[config.mk]
export PLATFORM = sky130hd
export DESIGN_NAME = move_ctrl_flat
export DESIGN_NICKNAME = d
export VERILOG_FILES = /design/src/rtl/move_ctrl_pkg.sv /design/src/rtl/move_ctrl_if.sv /design/src/rtl/move_target.sv /design/src/rtl/move_ctrl.sv /design/src/flat_wrapper.sv
export SDC_FILE = /design/constraint.sdc
export NUM_CORES = 1
export LEC_CHECK = 0
export ABC_AREA = 0
export CAP_MARGIN = 20
export CORE_ASPECT_RATIO = 0.5
export CORE_MARGIN = 2
export CORE_UTILIZATION = 42
export CTS_BUF_LIST = sky130_fd_sc_hd__clkbuf_8
export CTS_CLUSTER_SIZE = 12
export DETAILED_ROUTE_END_ITERATION = 12
export GPL_ROUTABILITY_DRIVEN = 1
export PLACE_DENSITY = 0.89
export SYNTH_ARGS = -nofsm -noshare
export SYNTH_HDL_FRONTEND = slang
export SYNTH_SLANG_ARGS = --single-unit
[constraint.sdc]
create_clock -name clk -period 2.1 [get_ports clk]
set_input_delay 0.21 -clock clk [delete_from_list [all_inputs] [get_ports clk]]
set_output_delay 0.21 -clock clk [all_outputs]
set_load 0.01 [all_outputs]
[src/rtl/move_ctrl_pkg.sv]
// Shared definitions for the movement sequencer: direction codes, FSM state encodings,
// default parameters and commit helpers. ST_COOL exists only with MOVE_CTRL_COOLDOWN_EN.
package move_ctrl_pkg;

  localparam int MAP_W_DEF           = 16;
  localparam int MAP_H_DEF           = 16;
  localparam int INIT_X_DEF          = 1;
  localparam int INIT_Y_DEF          = 1;
  localparam int INIT_HEALTH_DEF     = 10;
  localparam int HEALTH_MAX_DEF      = 200;
  localparam int COOLDOWN_CYCLES_DEF = 1000000;

  localparam logic [1:0] DIR_UP    = 2'd0;
  localparam logic [1:0] DIR_DOWN  = 2'd1;
  localparam logic [1:0] DIR_LEFT  = 2'd2;
  localparam logic [1:0] DIR_RIGHT = 2'd3;

  typedef enum logic [2:0] {
    ST_IDLE    = 3'd0,
    ST_READ    = 3'd1,
    ST_RESOLVE = 3'd2,
    ST_COMMIT  = 3'd3
`ifdef MOVE_CTRL_COOLDOWN_EN
    , ST_COOL  = 3'd4
`endif
  } state_e;

  function automatic logic [7:0] sat_health(input logic [7:0] h, input logic [7:0] hmax);
    return (h > hmax) ? hmax : h;
  endfunction

  // A full key ring that the resolver wrapped back to zero stays full.
  function automatic logic [3:0] hold_keys(input logic [3:0] old_k, input logic [3:0] new_k);
    return ((old_k == 4'd15) && (new_k == 4'd0)) ? 4'd15 : new_k;
  endfunction

endpackage

[src/rtl/move_ctrl_if.sv]
// Bundle of the command, map RAM, resolver and player-state signals around move_ctrl.
// master = the controller side, slave = the surrounding environment.
interface move_ctrl_if;
  logic        move_valid;
  logic [1:0]  move_dir;
  logic        move_ready;

  logic [7:0]  map_rd_addr;
  logic [15:0] map_rd_data;
  logic        map_wr_en;
  logic [7:0]  map_wr_addr;
  logic [15:0] map_wr_data;

  logic [15:0] res_tile_id;
  logic [3:0]  res_pos_x;
  logic [3:0]  res_pos_y;
  logic [3:0]  res_player_x;
  logic [3:0]  res_player_y;
  logic [3:0]  res_key_num;
  logic [7:0]  res_health;

  logic [3:0]  res_goto_x;
  logic [3:0]  res_goto_y;
  logic [3:0]  res_key_num_in;
  logic [7:0]  res_health_in;
  logic [15:0] res_new_tile_id;

  logic [3:0]  player_x;
  logic [3:0]  player_y;
  logic [3:0]  key_num;
  logic [7:0]  health;
  logic        move_done;
  logic        move_blocked;

  modport master (
    input  move_valid, move_dir, map_rd_data,
           res_goto_x, res_goto_y, res_key_num_in, res_health_in, res_new_tile_id,
    output move_ready, map_rd_addr, map_wr_en, map_wr_addr, map_wr_data,
           res_tile_id, res_pos_x, res_pos_y, res_player_x, res_player_y,
           res_key_num, res_health,
           player_x, player_y, key_num, health, move_done, move_blocked
  );

  modport slave (
    output move_valid, move_dir, map_rd_data,
           res_goto_x, res_goto_y, res_key_num_in, res_health_in, res_new_tile_id,
    input  move_ready, map_rd_addr, map_wr_en, map_wr_addr, map_wr_data,
           res_tile_id, res_pos_x, res_pos_y, res_player_x, res_player_y,
           res_key_num, res_health,
           player_x, player_y, key_num, health, move_done, move_blocked
  );
endinterface

[src/rtl/move_target.sv]
// Combinational step target: position + direction -> neighbouring tile and off-map flag.
// An off-map step reports the unchanged position as its target.
module move_target
  import move_ctrl_pkg::*;
#(
  parameter int MAP_W = MAP_W_DEF,
  parameter int MAP_H = MAP_H_DEF
) (
  input  logic [3:0] i_pos_x,
  input  logic [3:0] i_pos_y,
  input  logic [1:0] i_dir,
  output logic [3:0] o_tgt_x,
  output logic [3:0] o_tgt_y,
  output logic       o_off_map
);

  localparam logic [3:0] X_MAX = 4'(MAP_W - 1);
  localparam logic [3:0] Y_MAX = 4'(MAP_H - 1);

  always_comb begin
    o_tgt_x   = i_pos_x;
    o_tgt_y   = i_pos_y;
    o_off_map = 1'b0;
    case (i_dir)
      DIR_UP: begin
        if (i_pos_y == 4'd0) o_off_map = 1'b1;
        else                 o_tgt_y   = i_pos_y - 4'd1;
      end
      DIR_DOWN: begin
        if (i_pos_y == Y_MAX) o_off_map = 1'b1;
        else                  o_tgt_y   = i_pos_y + 4'd1;
      end
      DIR_LEFT: begin
        if (i_pos_x == 4'd0) o_off_map = 1'b1;
        else                 o_tgt_x   = i_pos_x - 4'd1;
      end
      default: begin
        if (i_pos_x == X_MAX) o_off_map = 1'b1;
        else                  o_tgt_x   = i_pos_x + 4'd1;
      end
    endcase
  end

endmodule

[src/rtl/move_ctrl.sv]
// Player movement sequencer: accept one step, read the target tile, drive the resolver,
// commit player state and tile write-back. Optional dead time: MOVE_CTRL_COOLDOWN_EN.
//
// state   | meaning
// IDLE    | ready for a command
// READ    | map RAM address presented for the target tile
// RESOLVE | RAM data valid, resolver results registered
// COMMIT  | move_done pulse, optional tile write
// COOL    | post-move dead time (cooldown build only)
module move_ctrl
  import move_ctrl_pkg::*;
#(
  parameter int MAP_W       = MAP_W_DEF,
  parameter int MAP_H       = MAP_H_DEF,
  parameter int INIT_X      = INIT_X_DEF,
  parameter int INIT_Y      = INIT_Y_DEF,
  parameter int INIT_HEALTH = INIT_HEALTH_DEF,
  parameter int HEALTH_MAX  = HEALTH_MAX_DEF
`ifdef MOVE_CTRL_COOLDOWN_EN
  , parameter int COOLDOWN_CYCLES = COOLDOWN_CYCLES_DEF
`endif
) (
  input  logic         clk,
  input  logic         rst_n,
  move_ctrl_if.master  bus
);

  localparam logic [3:0] INIT_X_L      = 4'(INIT_X);
  localparam logic [3:0] INIT_Y_L      = 4'(INIT_Y);
  localparam logic [7:0] INIT_HEALTH_L = 8'(INIT_HEALTH);
  localparam logic [7:0] HEALTH_MAX_L  = 8'(HEALTH_MAX);

  state_e      r_state;
  state_e      w_next;
  logic        w_ready;
  logic        w_done;
  logic        w_done_q;
  logic        w_accept;

  logic [3:0]  r_tgt_x;
  logic [3:0]  r_tgt_y;
  logic [3:0]  r_player_x;
  logic [3:0]  r_player_y;
  logic [3:0]  r_key_num;
  logic [7:0]  r_health;
  logic        r_wr_pending;
  logic        r_blocked;
  logic [7:0]  r_wr_addr;
  logic [15:0] r_wr_data;

  logic [3:0]  w_tgt_x;
  logic [3:0]  w_tgt_y;
  logic        w_off_map;

  move_target #(
    .MAP_W (MAP_W),
    .MAP_H (MAP_H)
  ) u_target (
    .i_pos_x   (r_player_x),
    .i_pos_y   (r_player_y),
    .i_dir     (bus.move_dir),
    .o_tgt_x   (w_tgt_x),
    .o_tgt_y   (w_tgt_y),
    .o_off_map (w_off_map)
  );

`ifdef MOVE_CTRL_COOLDOWN_EN
  localparam int CNT_W = $clog2(COOLDOWN_CYCLES + 1);
  // COMMIT is the first dead cycle, so COOL itself lasts one cycle less.
  localparam logic [CNT_W-1:0] COOL_LOAD = CNT_W'(COOLDOWN_CYCLES - 1);

  logic [CNT_W-1:0] r_cool_cnt;

  always_ff @(posedge clk) begin
    if (!rst_n) begin
      r_cool_cnt <= '0;
    end else if (r_state == ST_COMMIT) begin
      r_cool_cnt <= COOL_LOAD;
    end else if ((r_state == ST_COOL) && (r_cool_cnt != '0)) begin
      r_cool_cnt <= r_cool_cnt - CNT_W'(1);
    end
  end
`endif

  always_ff @(posedge clk) begin
    if (!rst_n) r_state <= ST_IDLE;
    else        r_state <= w_next;
  end

  always_comb begin
    w_next  = r_state;
    w_ready = 1'b0;
    w_done  = 1'b0;
    case (r_state)
      ST_IDLE: begin
        w_ready = 1'b1;
        if (bus.move_valid) w_next = w_off_map ? ST_COMMIT : ST_READ;
      end
      ST_READ:    w_next = ST_RESOLVE;
      ST_RESOLVE: w_next = ST_COMMIT;
      ST_COMMIT: begin
        w_done = 1'b1;
`ifdef MOVE_CTRL_COOLDOWN_EN
        w_next = ST_COOL;
`else
        w_next = ST_IDLE;
`endif
      end
`ifdef MOVE_CTRL_COOLDOWN_EN
      ST_COOL: begin
        if (r_cool_cnt <= CNT_W'(1)) w_next = ST_IDLE;
      end
`endif
      default: w_next = ST_IDLE;
    endcase
  end

  assign w_accept = w_ready && bus.move_valid;

  always_ff @(posedge clk) begin
    if (!rst_n) begin
      r_tgt_x      <= INIT_X_L;
      r_tgt_y      <= INIT_Y_L;
      r_player_x   <= INIT_X_L;
      r_player_y   <= INIT_Y_L;
      r_key_num    <= 4'd0;
      r_health     <= INIT_HEALTH_L;
      r_wr_pending <= 1'b0;
      r_blocked    <= 1'b0;
      r_wr_addr    <= 8'd0;
      r_wr_data    <= 16'd0;
    end else begin
      if (w_accept) begin
        r_tgt_x <= w_tgt_x;
        r_tgt_y <= w_tgt_y;
        if (w_off_map) begin
          r_blocked    <= 1'b1;
          r_wr_pending <= 1'b0;
        end
      end
      if (r_state == ST_RESOLVE) begin
        r_player_x   <= bus.res_goto_x;
        r_player_y   <= bus.res_goto_y;
        r_key_num    <= hold_keys(r_key_num, bus.res_key_num_in);
        r_health     <= sat_health(bus.res_health_in, HEALTH_MAX_L);
        r_blocked    <= (bus.res_goto_x == r_player_x) && (bus.res_goto_y == r_player_y);
        r_wr_pending <= (bus.res_new_tile_id != bus.map_rd_data);
        r_wr_addr    <= {r_tgt_y, r_tgt_x};
        r_wr_data    <= bus.res_new_tile_id;
      end
    end
  end

  // Reset asserted during COMMIT must already suppress the pulse and the write in that cycle.
  assign w_done_q = w_done && rst_n;

  assign bus.move_ready   = w_ready;
  assign bus.move_done    = w_done_q;
  assign bus.move_blocked = w_done_q && r_blocked;

  assign bus.map_rd_addr  = {r_tgt_y, r_tgt_x};
  assign bus.map_wr_en    = w_done_q && r_wr_pending;
  assign bus.map_wr_addr  = r_wr_addr;
  assign bus.map_wr_data  = r_wr_data;

  assign bus.res_tile_id  = bus.map_rd_data;
  assign bus.res_pos_x    = r_tgt_x;
  assign bus.res_pos_y    = r_tgt_y;
  assign bus.res_player_x = r_player_x;
  assign bus.res_player_y = r_player_y;
  assign bus.res_key_num  = r_key_num;
  assign bus.res_health   = r_health;

  assign bus.player_x     = r_player_x;
  assign bus.player_y     = r_player_y;
  assign bus.key_num      = r_key_num;
  assign bus.health       = r_health;

endmodule
[src/flat_wrapper.sv]
// flat-port wrapper written by rule: the top's interface ports become plain ports
module move_ctrl_flat import move_ctrl_pkg::*;
#(
  parameter int MAP_W       = MAP_W_DEF,
  parameter int MAP_H       = MAP_H_DEF,
  parameter int INIT_X      = INIT_X_DEF,
  parameter int INIT_Y      = INIT_Y_DEF,
  parameter int INIT_HEALTH = INIT_HEALTH_DEF,
  parameter int HEALTH_MAX  = HEALTH_MAX_DEF

)
  (clk, rst_n, bus_move_valid, bus_move_dir, bus_map_rd_data, bus_res_goto_x, bus_res_goto_y, bus_res_key_num_in, bus_res_health_in, bus_res_new_tile_id, bus_move_ready, bus_map_rd_addr, bus_map_wr_en, bus_map_wr_addr, bus_map_wr_data, bus_res_tile_id, bus_res_pos_x, bus_res_pos_y, bus_res_player_x, bus_res_player_y, bus_res_key_num, bus_res_health, bus_player_x, bus_player_y, bus_key_num, bus_health, bus_move_done, bus_move_blocked);
  move_ctrl_if bus_i ();
  input  logic clk;
  input  logic rst_n;
  input wire logic [$bits(bus_i.move_valid)-1:0] bus_move_valid;
  input wire logic [$bits(bus_i.move_dir)-1:0] bus_move_dir;
  input wire logic [$bits(bus_i.map_rd_data)-1:0] bus_map_rd_data;
  input wire logic [$bits(bus_i.res_goto_x)-1:0] bus_res_goto_x;
  input wire logic [$bits(bus_i.res_goto_y)-1:0] bus_res_goto_y;
  input wire logic [$bits(bus_i.res_key_num_in)-1:0] bus_res_key_num_in;
  input wire logic [$bits(bus_i.res_health_in)-1:0] bus_res_health_in;
  input wire logic [$bits(bus_i.res_new_tile_id)-1:0] bus_res_new_tile_id;
  output wire logic [$bits(bus_i.move_ready)-1:0] bus_move_ready;
  output wire logic [$bits(bus_i.map_rd_addr)-1:0] bus_map_rd_addr;
  output wire logic [$bits(bus_i.map_wr_en)-1:0] bus_map_wr_en;
  output wire logic [$bits(bus_i.map_wr_addr)-1:0] bus_map_wr_addr;
  output wire logic [$bits(bus_i.map_wr_data)-1:0] bus_map_wr_data;
  output wire logic [$bits(bus_i.res_tile_id)-1:0] bus_res_tile_id;
  output wire logic [$bits(bus_i.res_pos_x)-1:0] bus_res_pos_x;
  output wire logic [$bits(bus_i.res_pos_y)-1:0] bus_res_pos_y;
  output wire logic [$bits(bus_i.res_player_x)-1:0] bus_res_player_x;
  output wire logic [$bits(bus_i.res_player_y)-1:0] bus_res_player_y;
  output wire logic [$bits(bus_i.res_key_num)-1:0] bus_res_key_num;
  output wire logic [$bits(bus_i.res_health)-1:0] bus_res_health;
  output wire logic [$bits(bus_i.player_x)-1:0] bus_player_x;
  output wire logic [$bits(bus_i.player_y)-1:0] bus_player_y;
  output wire logic [$bits(bus_i.key_num)-1:0] bus_key_num;
  output wire logic [$bits(bus_i.health)-1:0] bus_health;
  output wire logic [$bits(bus_i.move_done)-1:0] bus_move_done;
  output wire logic [$bits(bus_i.move_blocked)-1:0] bus_move_blocked;
  assign bus_i.move_valid = bus_move_valid;
  assign bus_i.move_dir = bus_move_dir;
  assign bus_i.map_rd_data = bus_map_rd_data;
  assign bus_i.res_goto_x = bus_res_goto_x;
  assign bus_i.res_goto_y = bus_res_goto_y;
  assign bus_i.res_key_num_in = bus_res_key_num_in;
  assign bus_i.res_health_in = bus_res_health_in;
  assign bus_i.res_new_tile_id = bus_res_new_tile_id;
  assign bus_move_ready = bus_i.move_ready;
  assign bus_map_rd_addr = bus_i.map_rd_addr;
  assign bus_map_wr_en = bus_i.map_wr_en;
  assign bus_map_wr_addr = bus_i.map_wr_addr;
  assign bus_map_wr_data = bus_i.map_wr_data;
  assign bus_res_tile_id = bus_i.res_tile_id;
  assign bus_res_pos_x = bus_i.res_pos_x;
  assign bus_res_pos_y = bus_i.res_pos_y;
  assign bus_res_player_x = bus_i.res_player_x;
  assign bus_res_player_y = bus_i.res_player_y;
  assign bus_res_key_num = bus_i.res_key_num;
  assign bus_res_health = bus_i.res_health;
  assign bus_player_x = bus_i.player_x;
  assign bus_player_y = bus_i.player_y;
  assign bus_key_num = bus_i.key_num;
  assign bus_health = bus_i.health;
  assign bus_move_done = bus_i.move_done;
  assign bus_move_blocked = bus_i.move_blocked;
  move_ctrl #(.MAP_W(MAP_W), .MAP_H(MAP_H), .INIT_X(INIT_X), .INIT_Y(INIT_Y), .INIT_HEALTH(INIT_HEALTH), .HEALTH_MAX(HEALTH_MAX)) u_core (.clk(clk), .rst_n(rst_n), .bus(bus_i));
endmodule
==> impl_summary.log <==
[metrics] result of the run: completed
[metrics] Post CTS Setup Buffer Count: 0
[metrics] clock tree root driver cell: sky130_fd_sc_hd__clkbuf_8
[metrics] element type at the critical path start: register
[metrics] number of antenna violations at the first check in global routing: 0
[metrics] count of antenna-violating nets left after detailed routing: 0
[metrics] R2R Path Start: u_core.bus.player_y[0]
[metrics] Avg Vias per Cell: 5.02
[metrics] grt total ovfl: 0
[metrics] Sink Count: 56
[metrics] unrepaired setup endpoints after global routing: false
[metrics] Final Hold Violating Endpoints: 0
[metrics] effective utilization at floorplan: 43.1%
[metrics] mean area per synthesized cell: 8.99 sq um
[metrics] Simple-Gate Fraction of Synth Area: 14.9%
[metrics] Filler cells: 625
[metrics] number of setup violations in the final report: 0
[metrics] largest stage delay on the critical path: 0.56 ns
[metrics] Primary FF master, synth: sky130_fd_sc_hd__dfxtp_1
[metrics] pin count of the biggest net entering global routing: 20
[metrics] Critical path origin: u_core.r_state[1]
[metrics] Post-DP HPWL: 6360 um
[metrics] adder and majority cell fraction of the synthesized area: 2.80%
[metrics] All-Layer GR Usage: 19.3%
[metrics] violation count after the first detailed-route iteration: 126
[metrics] hold path startpoint: bus_res_health_in[2]
[metrics] Net Sw Power: 0.00169 W
[metrics] sequential power share: 34.5%
[metrics] combinational family with the most area after synthesis: buffers and inverters
[metrics] clock transition at the registers of the reported paths: 0.09 ns
[metrics] slew of the pin with the lowest slew margin: 0.481 ns
[metrics] maximum clock frequency: 539 MHz
[metrics] worst-case clock buffer depth: 2
[metrics] count of final max-slew check failures: 0
[metrics] worst slew margin relative to its limit: 67.7%
[metrics] number of distinct library cell variants in the gate-level netlist after synthesis: 49
[metrics] insertion delay to the later sink of the worst-skew pair: 0.31 ns
[metrics] depth of the CTS H-tree: 2
[metrics] standard cell with the maximum stage delay on the critical path: sky130_fd_sc_hd__clkdlybuf4s50_1
[metrics] number of hold buffers added after cts: 0
[metrics] portion of total power attributed to the clock network: 13.0%
[metrics] post-layout instance count excluding filler cells: 556
[metrics] critical path data arrival time: 1.65 ns
[metrics] count of cells along the worst register-to-register path: 6
[metrics] type of element capturing the critical path: output port
[metrics] Detailed Route WL: 8040 um
[metrics] number of nets in the final layout: 523
[metrics] number of placed instances, taps included: 548
[metrics] type of the worst setup path: reg2out
[metrics] Leak: 1.64 nW
[metrics] maximum VDD drop: 0.426 mV
[metrics] floorplan die height: 65.0 um
[metrics] core area: 7270 sq um
[metrics] end of the worst register-to-register path: u_core.r_wr_pending
[metrics] floorplan die width: 126 um
[metrics] crit path buf inv count: 1
[metrics] Fin Setup TNS: 0 ns
[metrics] Pwr per Cell Area: 1020 nW/um^2
[metrics] row cnt: 22
[metrics] fraction of power spent switching nets: 36.4%
[metrics] Num CTS Buffers: 5
[metrics] wire length of the first global-routing pass: 13000 um
[metrics] share of the synthesized area in the top cell type: 35.8%
[metrics] area fraction in compound gates after synthesis: 12.9%
[metrics] CP Max Fanout: 4
[metrics] library cell occupying the most area in the post-synthesis netlist: sky130_fd_sc_hd__dfxtp_1
[metrics] CTS tree: yes
[metrics] worst hold-check path type: in2reg
[metrics] Final GP Congestion: 0.832
[metrics] final antenna diode count: 0
[metrics] minimum period implied by the final worst setup slack: 1.86 ns
[metrics] Yosys warning total: 0
[metrics] proportion of synthesized area in mux cells: 10.6%
[metrics] cells along the critical path: ha_1 > and3_1 > clkdlybuf4s50_1
[metrics] Hold Path End: u_core.bus.health[2]
[metrics] number of synthesized register bits: 56
[metrics] Post-synth ARST share: 0%
[metrics] wire length per cell after detailed routing: 14.5 um
[metrics] final period utilization: 88.3%
[metrics] family of cells with the greatest summed delay on the critical path: buffers and inverters
[metrics] part of the power in combinational logic: 52.4%
[metrics] via count of the first global-routing pass: 2723
[metrics] synthesized netlist cell count: 348
[metrics] number of top-level pins: 157
[metrics] number of vias after detailed routing: 2791
[metrics] synthesized area: 3130 sq um
[metrics] number of enable flip-flop cells after synthesis: 0
[metrics] number of I/O port buffers: 156
[metrics] post-route clock skew: 0.0103 ns
[metrics] Crit path required time: 1.89 ns
[metrics] area delta synth->final: 45.6%
[metrics] DRC viols: 0
[metrics] CTS resizes: 0
[metrics] net count after synthesis: 412
[metrics] number of maximum-capacitance constraint violations: 0
[metrics] xor/xnor cell area share of the yosys netlist: 7.84%
[metrics] layout cell share with drive strength beyond 1: 6.09%
[metrics] worst hold stages: 3
[metrics] Internal Dissipation: 0.00296 W
[metrics] sequential share of the synthesized area: 35.8%
[metrics] R2R setup slack: 0.26 ns
[metrics] number of detailed-route iterations in the first pass: 4
[metrics] total die area: 8200 sq um
[metrics] Area contributors post-synth: sky130_fd_sc_hd__dfxtp_1 (36%), sky130_fd_sc_hd__buf_4 (11%), sky130_fd_sc_hd__mux2i_1 (11%)
[layout by cell type, fill, tap and decap left out, types with 2 or more instances in the layout]
cell type                         synthesis  layout
sky130_fd_sc_hd__nand2b_1                 6       6
sky130_fd_sc_hd__a311oi_1                 2       2
sky130_fd_sc_hd__clkdlybuf4s50_1          0     156
sky130_fd_sc_hd__ha_1                     7       6
sky130_fd_sc_hd__nand4_1                  7       7
sky130_fd_sc_hd__inv_1                   12      14
sky130_fd_sc_hd__clkbuf_8                 0       6
sky130_fd_sc_hd__nand2_1                 13      13
sky130_fd_sc_hd__xnor2_1                 27      27
sky130_fd_sc_hd__o21ai_0                 11      11
sky130_fd_sc_hd__nand3_1                  6       6
sky130_fd_sc_hd__and2_1                   4       4
sky130_fd_sc_hd__o22ai_1                  2       2
sky130_fd_sc_hd__and3_1                   2       2
sky130_fd_sc_hd__o31a_1                   2       2
sky130_fd_sc_hd__nor3_1                   3       3
sky130_fd_sc_hd__nor2_1                  37      37
sky130_fd_sc_hd__mux2i_1                 33      33
sky130_fd_sc_hd__a31oi_1                  5       5
sky130_fd_sc_hd__buf_4                   45      11
sky130_fd_sc_hd__dfxtp_1                 56      56
sky130_fd_sc_hd__o221a_2                  4       4
sky130_fd_sc_hd__a2bb2oi_1                3       3
sky130_fd_sc_hd__nand3b_1                 5       5
sky130_fd_sc_hd__a21oi_1                 10      10
sky130_fd_sc_hd__or3_1                    3       3
sky130_fd_sc_hd__o221ai_1                 3       3
sky130_fd_sc_hd__o211ai_1                 2       2
[power groups by stage]
stage / registers [W] / logic [W] / clock network, W
after global routing: 0.00165 / 0.00264 / 0.000661
after detailed placement: 0.00163 / 0.00244 / 0
after global placement: 0.00161 / 0.00238 / 0
after floorplan: 0.00167 / 0.00141 / 0
after CTS: 0.00160 / 0.00245 / 0.000622
final: 0.00160 / 0.00244 / 0.000605
[per-stage QoR]
stage / util (%) / cell area (sq um) / hold WS (ns) / worst slack (ns) / total power, W
final: 62.7 / 4560 / 0.494 / 0.245 / 0.00465
after global placement: 61.4 / 4470 / 0.470 / 0.254 / 0.00399
after floorplan: - / 3130 / 0.340 / 0.436 / 0.00308
after detailed placement: 61.4 / 4470 / 0.482 / 0.186 / 0.00407
after CTS: 62.7 / 4560 / 0.486 / 0.241 / 0.00468
after global routing: 62.7 / 4560 / 0.509 / 0.147 / 0.00495
[metal layers]
| layer | vias to the layer above | global-route usage, % | part of all wire [%] |
|---|---|---|---|
| li1 | 1382 | - | - |
| met4 | 0 | 3.85 | 1.3 |
| met3 | 10 | 4.21 | 5.4 |
| met2 | 80 | 35.3 | 51 |
| met5 | - | 0 | 0 |
| met1 | 1319 | 23.8 | 42 |
[state kept, by name, indices dropped and copies added (netlist names)]
name	flops
u_core.bus.health	8
u_core.bus.key_num	4
u_core.bus.map_wr_addr	8
u_core.bus.map_wr_data	16
u_core.bus.player_x	4
u_core.bus.player_y	4
u_core.bus.res_pos_x	4
u_core.bus.res_pos_y	4
u_core.r_blocked	1
u_core.r_state	2
u_core.r_wr_pending	1
[Yosys cell counts, drive strengths merged, types with 3 or more instances]
library cell,instances
clkbuf,8
a2bb2oi,3
nand2,13
xnor2,27
and2,4
nand4,7
nor2,37
mux2i,33
or3,3
ha,7
nand2b,6
o211ai,3
nand3b,5
nand3,6
inv,12
o21ai,12
o221ai,3
dfxtp,56
buf,55
o221a,4
nor3,3
a21oi,10
a31oi,5
[worst min-delay path: cells and delay by family]
| kind | cells | cell delay (ns) |
|---|---|---|
| compound gates | 1 | 0.06 |
| buf+inv | 1 | 0.42 |
| simple gates | 1 | 0.06 |
[layout make-up]
class / instances / area, sq um / share of cell area [%]
Sequential cell: 56 / 1120 / 24.6
Clock inverter: 2 / 7.51 / 0.165
Inverter: 12 / 45.0 / 0.989
Tap cell: 96 / 120 / 2.64
Multi-Input combinational cell: 217 / 1540 / 33.7
Clock buffer: 6 / 82.6 / 1.81
Timing Repair Buffer: 167 / 1640 / 36.1
[how the worst max path moves through the flow]
stage / slack [ns] / cells past startpoint / to
6_report: 0.24 / 3 / bus_map_wr_en
3_3_place_gp: 0.25 / 4 / u_core.bus.res_pos_y[3]
4_1_cts: 0.24 / 3 / bus_map_wr_en
5_1_grt: 0.15 / 6 / u_core.r_wr_pending
3_5_place_dp: 0.19 / 5 / u_core.r_wr_pending
2_1_floorplan: 0.44 / 6 / u_core.r_blocked
[cells by family (layout without fill, tap and decap cells)]
family | count (synthesis) | in the layout
buffers and inverters | 75 | 187
AO/OA/AOI/OAI | 56 | 56
XOR/XNOR | 28 | 28
adder cells (fa/ha/maj) | 7 | 7
AND/OR/NAND/NOR | 93 | 93
flip-flops | 56 | 56
multiplexers | 33 | 33
(Power assumes the default switching activity.)
